<file path="src/rtl/tmr_deserializer.sv">
// Serial-to-parallel receiver for repetition-coded frames: majority-votes each
// REP-bit group into a registered data word plus command bit, with abort and correction reporting.
module tmr_deserializer #(
  parameter int unsigned DATA_W    = 5,
  parameter int unsigned REP       = 3,
  parameter int unsigned ERR_CNT_W = 8
) (
  input  logic                 clk_i,
  input  logic                 rst_ni,
  input  logic                 data_val_i,
  input  logic                 ser_data_i,
  input  logic                 err_clr_i,
  output logic [DATA_W-1:0]    data_o,
  output logic                 command_o,
  output logic                 valid_o,
  output logic                 corr_o,
  output logic                 abort_o,
  output logic                 busy_o,
  output logic [ERR_CNT_W-1:0] err_cnt_o
);

  localparam int unsigned GROUPS    = DATA_W + 1;
  localparam int unsigned FRAME_LEN = GROUPS * REP;
  localparam int unsigned CNT_W     = $clog2(FRAME_LEN + 1);
  localparam int unsigned SHIFT_W   = FRAME_LEN - 1;
  localparam int unsigned ONES_W    = $clog2(REP + 1);

  if ((REP % 2) == 0 || DATA_W < 1) begin : g_param_check
    $error("tmr_deserializer: REP must be odd and >=1, DATA_W must be >=1");
  end

  typedef enum logic {
    IDLE = 1'b0,
    RECV = 1'b1
  } state_e;

  state_e                 state_q, state_d;
  logic [SHIFT_W-1:0]     shift_q, shift_d;
  logic [CNT_W-1:0]       cnt_q, cnt_d;
  logic [DATA_W-1:0]      data_q, data_d;
  logic                   cmd_q, cmd_d;
  logic                   valid_q, valid_d;
  logic                   corr_q, corr_d;
  logic                   abort_q, abort_d;
  logic                   busy_q, busy_d;
  logic [ERR_CNT_W-1:0]   err_cnt_q, err_cnt_d;

  logic [FRAME_LEN-1:0]   frame_c;
  logic [GROUPS-1:0]      voted_c;
  logic                   corr_c;
  logic                   done_c;
  logic [ONES_W-1:0]      ones_c;

  // Full frame as seen on the last bit: earlier bits in the shift register, final bit live.
  assign frame_c = {shift_q, ser_data_i};

  // Majority vote per group; group 0 lands in the MSB of the voted word.
  always_comb begin
    voted_c = '0;
    corr_c  = 1'b0;
    ones_c  = '0;
    for (int g = 0; g < int'(GROUPS); g++) begin
      ones_c = '0;
      for (int r = 0; r < int'(REP); r++) begin
        ones_c = ones_c + ONES_W'(frame_c[int'(FRAME_LEN) - 1 - g * int'(REP) - r]);
      end
      voted_c[int'(GROUPS) - 1 - g] = (ones_c > ONES_W'(REP / 2));
      if (ones_c != '0 && ones_c != ONES_W'(REP)) begin
        corr_c = 1'b1;
      end
    end
  end

  // Next-state and registered-output logic.
  always_comb begin
    state_d   = state_q;
    shift_d   = shift_q;
    cnt_d     = cnt_q;
    data_d    = data_q;
    cmd_d     = cmd_q;
    corr_d    = corr_q;
    valid_d   = 1'b0;
    abort_d   = 1'b0;
    done_c    = 1'b0;
    err_cnt_d = err_cnt_q;

    case (state_q)
      IDLE: begin
        if (data_val_i) begin
          shift_d = SHIFT_W'(ser_data_i);
          cnt_d   = CNT_W'(1);
          state_d = RECV;
        end
      end
      RECV: begin
        if (!data_val_i) begin
          abort_d = 1'b1;
          cnt_d   = '0;
          state_d = IDLE;
        end else if (cnt_q == CNT_W'(FRAME_LEN - 1)) begin
          done_c  = 1'b1;
          data_d  = voted_c[GROUPS-1:1];
          cmd_d   = voted_c[0];
          corr_d  = corr_c;
          valid_d = 1'b1;
          cnt_d   = '0;
          state_d = IDLE;
        end else begin
          shift_d = SHIFT_W'({shift_q, ser_data_i});
          cnt_d   = cnt_q + CNT_W'(1);
        end
      end
      default: state_d = IDLE;
    endcase

    // Clear wins over the old count but not over an increment in the same cycle.
    if (err_clr_i) begin
      err_cnt_d = (done_c && corr_c) ? ERR_CNT_W'(1) : '0;
    end else if (done_c && corr_c && err_cnt_q != '1) begin
      err_cnt_d = err_cnt_q + ERR_CNT_W'(1);
    end

    busy_d = (state_d == RECV);
  end

  always_ff @(posedge clk_i or negedge rst_ni) begin
    if (!rst_ni) begin
      state_q   <= IDLE;
      shift_q   <= '0;
      cnt_q     <= '0;
      data_q    <= '0;
      cmd_q     <= 1'b0;
      valid_q   <= 1'b0;
      corr_q    <= 1'b0;
      abort_q   <= 1'b0;
      busy_q    <= 1'b0;
      err_cnt_q <= '0;
    end else begin
      state_q   <= state_d;
      shift_q   <= shift_d;
      cnt_q     <= cnt_d;
      data_q    <= data_d;
      cmd_q     <= cmd_d;
      valid_q   <= valid_d;
      corr_q    <= corr_d;
      abort_q   <= abort_d;
      busy_q    <= busy_d;
      err_cnt_q <= err_cnt_d;
    end
  end

  assign data_o    = data_q;
  assign command_o = cmd_q;
  assign valid_o   = valid_q;
  assign corr_o    = corr_q;
  assign abort_o   = abort_q;
  assign busy_o    = busy_q;
  assign err_cnt_o = err_cnt_q;

endmodule

</file>
<file path="config.mk">
export PLATFORM = sky130hd
export DESIGN_NAME = tmr_deserializer
export DESIGN_NICKNAME = d
export VERILOG_FILES = /design/src/rtl/tmr_deserializer.sv
export SDC_FILE = /design/constraint.sdc
export NUM_CORES = 1
export LEC_CHECK = 0
export BUFFER_PORTS_ARGS = -buffer_cell sky130_fd_sc_hd__buf_2
export CORE_MARGIN = 1.5
export CORE_UTILIZATION = 40
export CTS_CLUSTER_SIZE = 8
export DETAILED_ROUTE_END_ITERATION = 8
export PLACE_DENSITY = 0.66
export SLEW_MARGIN = 20
export SYNTH_ARGS = -nofsm -noshare
export SYNTH_HDL_FRONTEND = slang
export SYNTH_SLANG_ARGS = --single-unit
</file>
<file path="constraint.sdc">
create_clock -name clk_i -period 2.1 [get_ports clk_i]
set_input_delay 0.105 -clock clk_i [delete_from_list [all_inputs] [get_ports clk_i]]
set_output_delay 0.105 -clock clk_i [all_outputs]
set_load 0.005 [all_outputs]
</file>
==> flow_metrics.py <==
metrics = {
    "synth": {
        "ys_seq_area_share_pct": 52.5,
        "async_flop_share_pct": 100,
        "synth_top_cell_area_share_pct": 52.5,
        "syn_nets": 189,
        "netlist_instances": 169,
        "syn_area_sq_um": 1910,
        "synth_area_leader_cell": "dfrtp_1",
        "yosysUniqueCellTypes": 31,
        "synth_warnings": 0,
        "synthTopCellsByArea": "dfrtp_1 52%, a22o_1 7.3%, fa_1 6.3%, ha_1 5.9%, nand2_1 3.9%",
        "synthFlopType": "dfrtp_1",
        "synth_seq_cells": 40,
        "synth-edff-count": 0,
        "synth_area_per_cell_sq_um": 11.3,
    },
    "die": {
        "io_pins": 23,
        "die_h_um": 72.0,
        "fp.dieW_um": 72.0,
        "coreArea_sq_um": 4470,
        "initial_utilization_pct": 42.6,
        "die-area_sq_um": 5190,
        "core.rowCount": 24,
    },
    "critical_path": {
        "path_class": "reg -> reg",
        "critPathSlowestCell": "fa_1",
        "critical_path_depth": 7,
        "cp_max_fo": 6,
        "cp_slowest_stage_delay_ps": 520,
        "path_cells": "fa_1 > ha_1 > nand2_2 > o211ai_4 > buf_4 > o311ai_4 > o31ai_1",
        "critPathTopFamily": "adder cells",
        "worst_ep_arrival_time_ps": 2320,
        "critPathCaptureType": "flip-flop",
        "path_buf_inv": 1,
        "cp_data_required_time_ps": 2260,
        "r2r_cells": 7,
        "worstSetupStartpointType": "flip-flop",
    },
    "clock_tree": {
        "cts.path.max_buffers": 2,
        "cts_tree": "done",
        "cts_htree_levels": 2,
        "cts_root_buffer": "clkbuf_8",
        "clkSlewWorstSetupHoldPaths_ps": 70,
        "clock_sinks": 40,
        "clkLatencyLatePin_ps": 290,
        "numCtsBuffers": 5,
    },
    "drt": {
        "viasPerCell": 5.38,
        "ant_nets": 0,
        "wl_um": 4040,
        "drt-pass1-iter-count": 4,
        "drc": 0,
        "wl_per_cell_um": 14.7,
        "vias": 1475,
        "drtIter0Drc": 87,
    },
    "global_route": {
        "grt-ovfl-total": 0,
        "grt_antenna_before_repair": 0,
        "grt_pass1_wl_um": 6530,
        "grt_use_total_pct": 16.6,
        "grt_max_degree": 19,
        "first_global_vias": 1395,
    },
    "sta": {
        "setup_slack_ps": -63.5,
        "slew_headroom_pct": 49.0,
        "setup_viol": 7,
        "hold_viol": 0,
        "maxSlewViolCount": 0,
        "timing.final.crit_share_pct": 103,
        "fin_skew_ps": 5.83,
        "fmax_mhz": 462,
        "worst_pin_slew_ps": 764,
        "period_needed_ps": 2160,
        "rsz0062_at_grt": "true",
        "hold_slack_ps": 34.9,
        "setup_tns_ps": -232,
    },
    "min_path": {
        "holdPathStages": 2,
        "min_path_type": "in -> reg",
    },
    "final_layout": {
        "design_area_sq_um": 2420,
        "final_core_util_pct": 54.1,
        "syn2layout_area_growth_pct": 26.9,
        "finalNonFillerCells": 274,
        "n_antenna_cell": 0,
        "nets": 242,
        "layout-drive-gt1-share_pct": 32.0,
    },
    "run_status": {
        "status": "finished, violations left",
        "failed_checks": "setup timing",
    },
    "placed_design": {
        "dpl_cell_area_sq_um": 2250,
        "gp_congestion": 0.881,
        "port_buffers": 22,
        "dp.cells": 264,
        "hpwl_um": 2790,
        "pre_cts_slack_ps": -67.7,
    },
    "power": {
        "power_mw": 1.39,
        "vdd_drop_max_mv": 0.322,
        "p_leak_nw": 1.20,
        "cellPowerDensity_nw_per_um2": 576,
    },
    "run": {
        "drv_cap": 0,
    },
}
==> synthesized netlist by cell type (2+ instances only) <==
master    n
a21oi_1   5
nand4_1   3
a22o_1   16
o31ai_1   7
inv_1    17
fa_1      6
or4_1     2
or3_1     5
mux2i_1   2
o21ai_0  11
nand3_1   4
nor2_1    4
nand2_1  20
ha_1      9
dfrtp_1  40
buf_2     3
==> state kept, by name, summed over array words and instances, names as in the netlist <==
name       flops
command_o      1
err_cnt_o      8
shift_q       17
data_o         5
cnt_q          5
abort_o        1
corr_o         1
valid_o        1
busy_o         1
==> placed cells by master (no fill, tap or decap), types with 2 or more instances in the layout <==
| cell | Yosys | final |
|---|---|---|
| nand2_1 | 20 | 19 |
| or3_1 | 5 | 3 |
| nand4_1 | 3 | 3 |
| nand3_1 | 4 | 4 |
| buf_4 | 1 | 27 |
| nor2_1 | 4 | 3 |
| mux2i_1 | 2 | 2 |
| a22o_1 | 16 | 16 |
| o31ai_2 | 0 | 2 |
| fa_1 | 6 | 6 |
| clkbuf_8 | 0 | 5 |
| dfrtp_1 | 40 | 40 |
| a21oi_2 | 0 | 2 |
| or3_4 | 0 | 2 |
| o21ai_0 | 11 | 11 |
| ha_1 | 9 | 9 |
| a21oi_1 | 5 | 3 |
| o31ai_1 | 7 | 5 |
| inv_1 | 17 | 16 |
| buf_2 | 3 | 22 |
==> metal layers <==
layer | vias up | GRT usage [%] | wire length, um
met3 | 11 | 4.17 | 161
met4 | 0 | 5.66 | 82
met1 | 730 | 22.4 | 1800
li1 | 699 | - | -
met5 | - | 0 | 0
met2 | 35 | 26.4 | 1990
==> repair_timing <==
item,4_1_cts,5_1_grt
hold buffers,1,0
pin swaps,7,4
endpoints found under the setup margin,7,8
gates resized for setup,4,9
buffers inserted,0,2
endpoints found under the hold margin,16,0
==> cell families (layout without fill, tap and decap cells) <==
logic type	count (synthesis)	count (layout)	synth area share [%]
flip-flops	40	40	52.5
adder cells (fa/ha/maj)	15	15	12.2
multiplexers	3	3	1.64
AND/OR/NAND/NOR	45	45	11.6
AO/OA/AOI/OAI	44	44	17.3
buffers and inverters	22	75	4.72
==> final timing paths <==
path                                        startpoint                       end  slack [ps]
min in group asynchronous                       rst_ni      cnt_q[1]$_DFFE_PN0P_         270
worst min register to register   command_o$_DFFE_PN0P_     command_o$_DFFE_PN0P_         480
max in group asynchronous                       rst_ni     data_o[3]$_DFFE_PN0P_        1290
worst max-delay path            shift_q[7]$_DFFE_PN0P_  err_cnt_o[4]$_DFFE_PN0P_         -60
worst min-delay path                        data_val_i         abort_o$_DFF_PN0_          30
worst max register to register  shift_q[7]$_DFFE_PN0P_  err_cnt_o[4]$_DFFE_PN0P_         -60
==> where the power goes <==
group	total, mW	switching, mW	leakage (nW)	internal, mW
Sequential	0.797	0.0117	0.548	0.785
Combinational	0.128	0.0754	0.608	0.0527
Clock	0.469	0.243	0.0410	0.226
Total	1.39	0.330	1.20	1.06
==> area by class of cell <==
| type | count | area (sq um) |
|---|---|---|
| Inverter | 17 | 63.8 |
| Clock inverter | 1 | 5.00 |
| Multi-Input combinational cell | 107 | 878 |
| Tap cell | 52 | 65.1 |
| Fill cell | 398 | 2050 |
| Clock buffer | 6 | 72.6 |
| Timing Repair Buffer | 51 | 334 |
| Sequential cell | 40 | 1000 |
(Power assumes the default switching activity.)
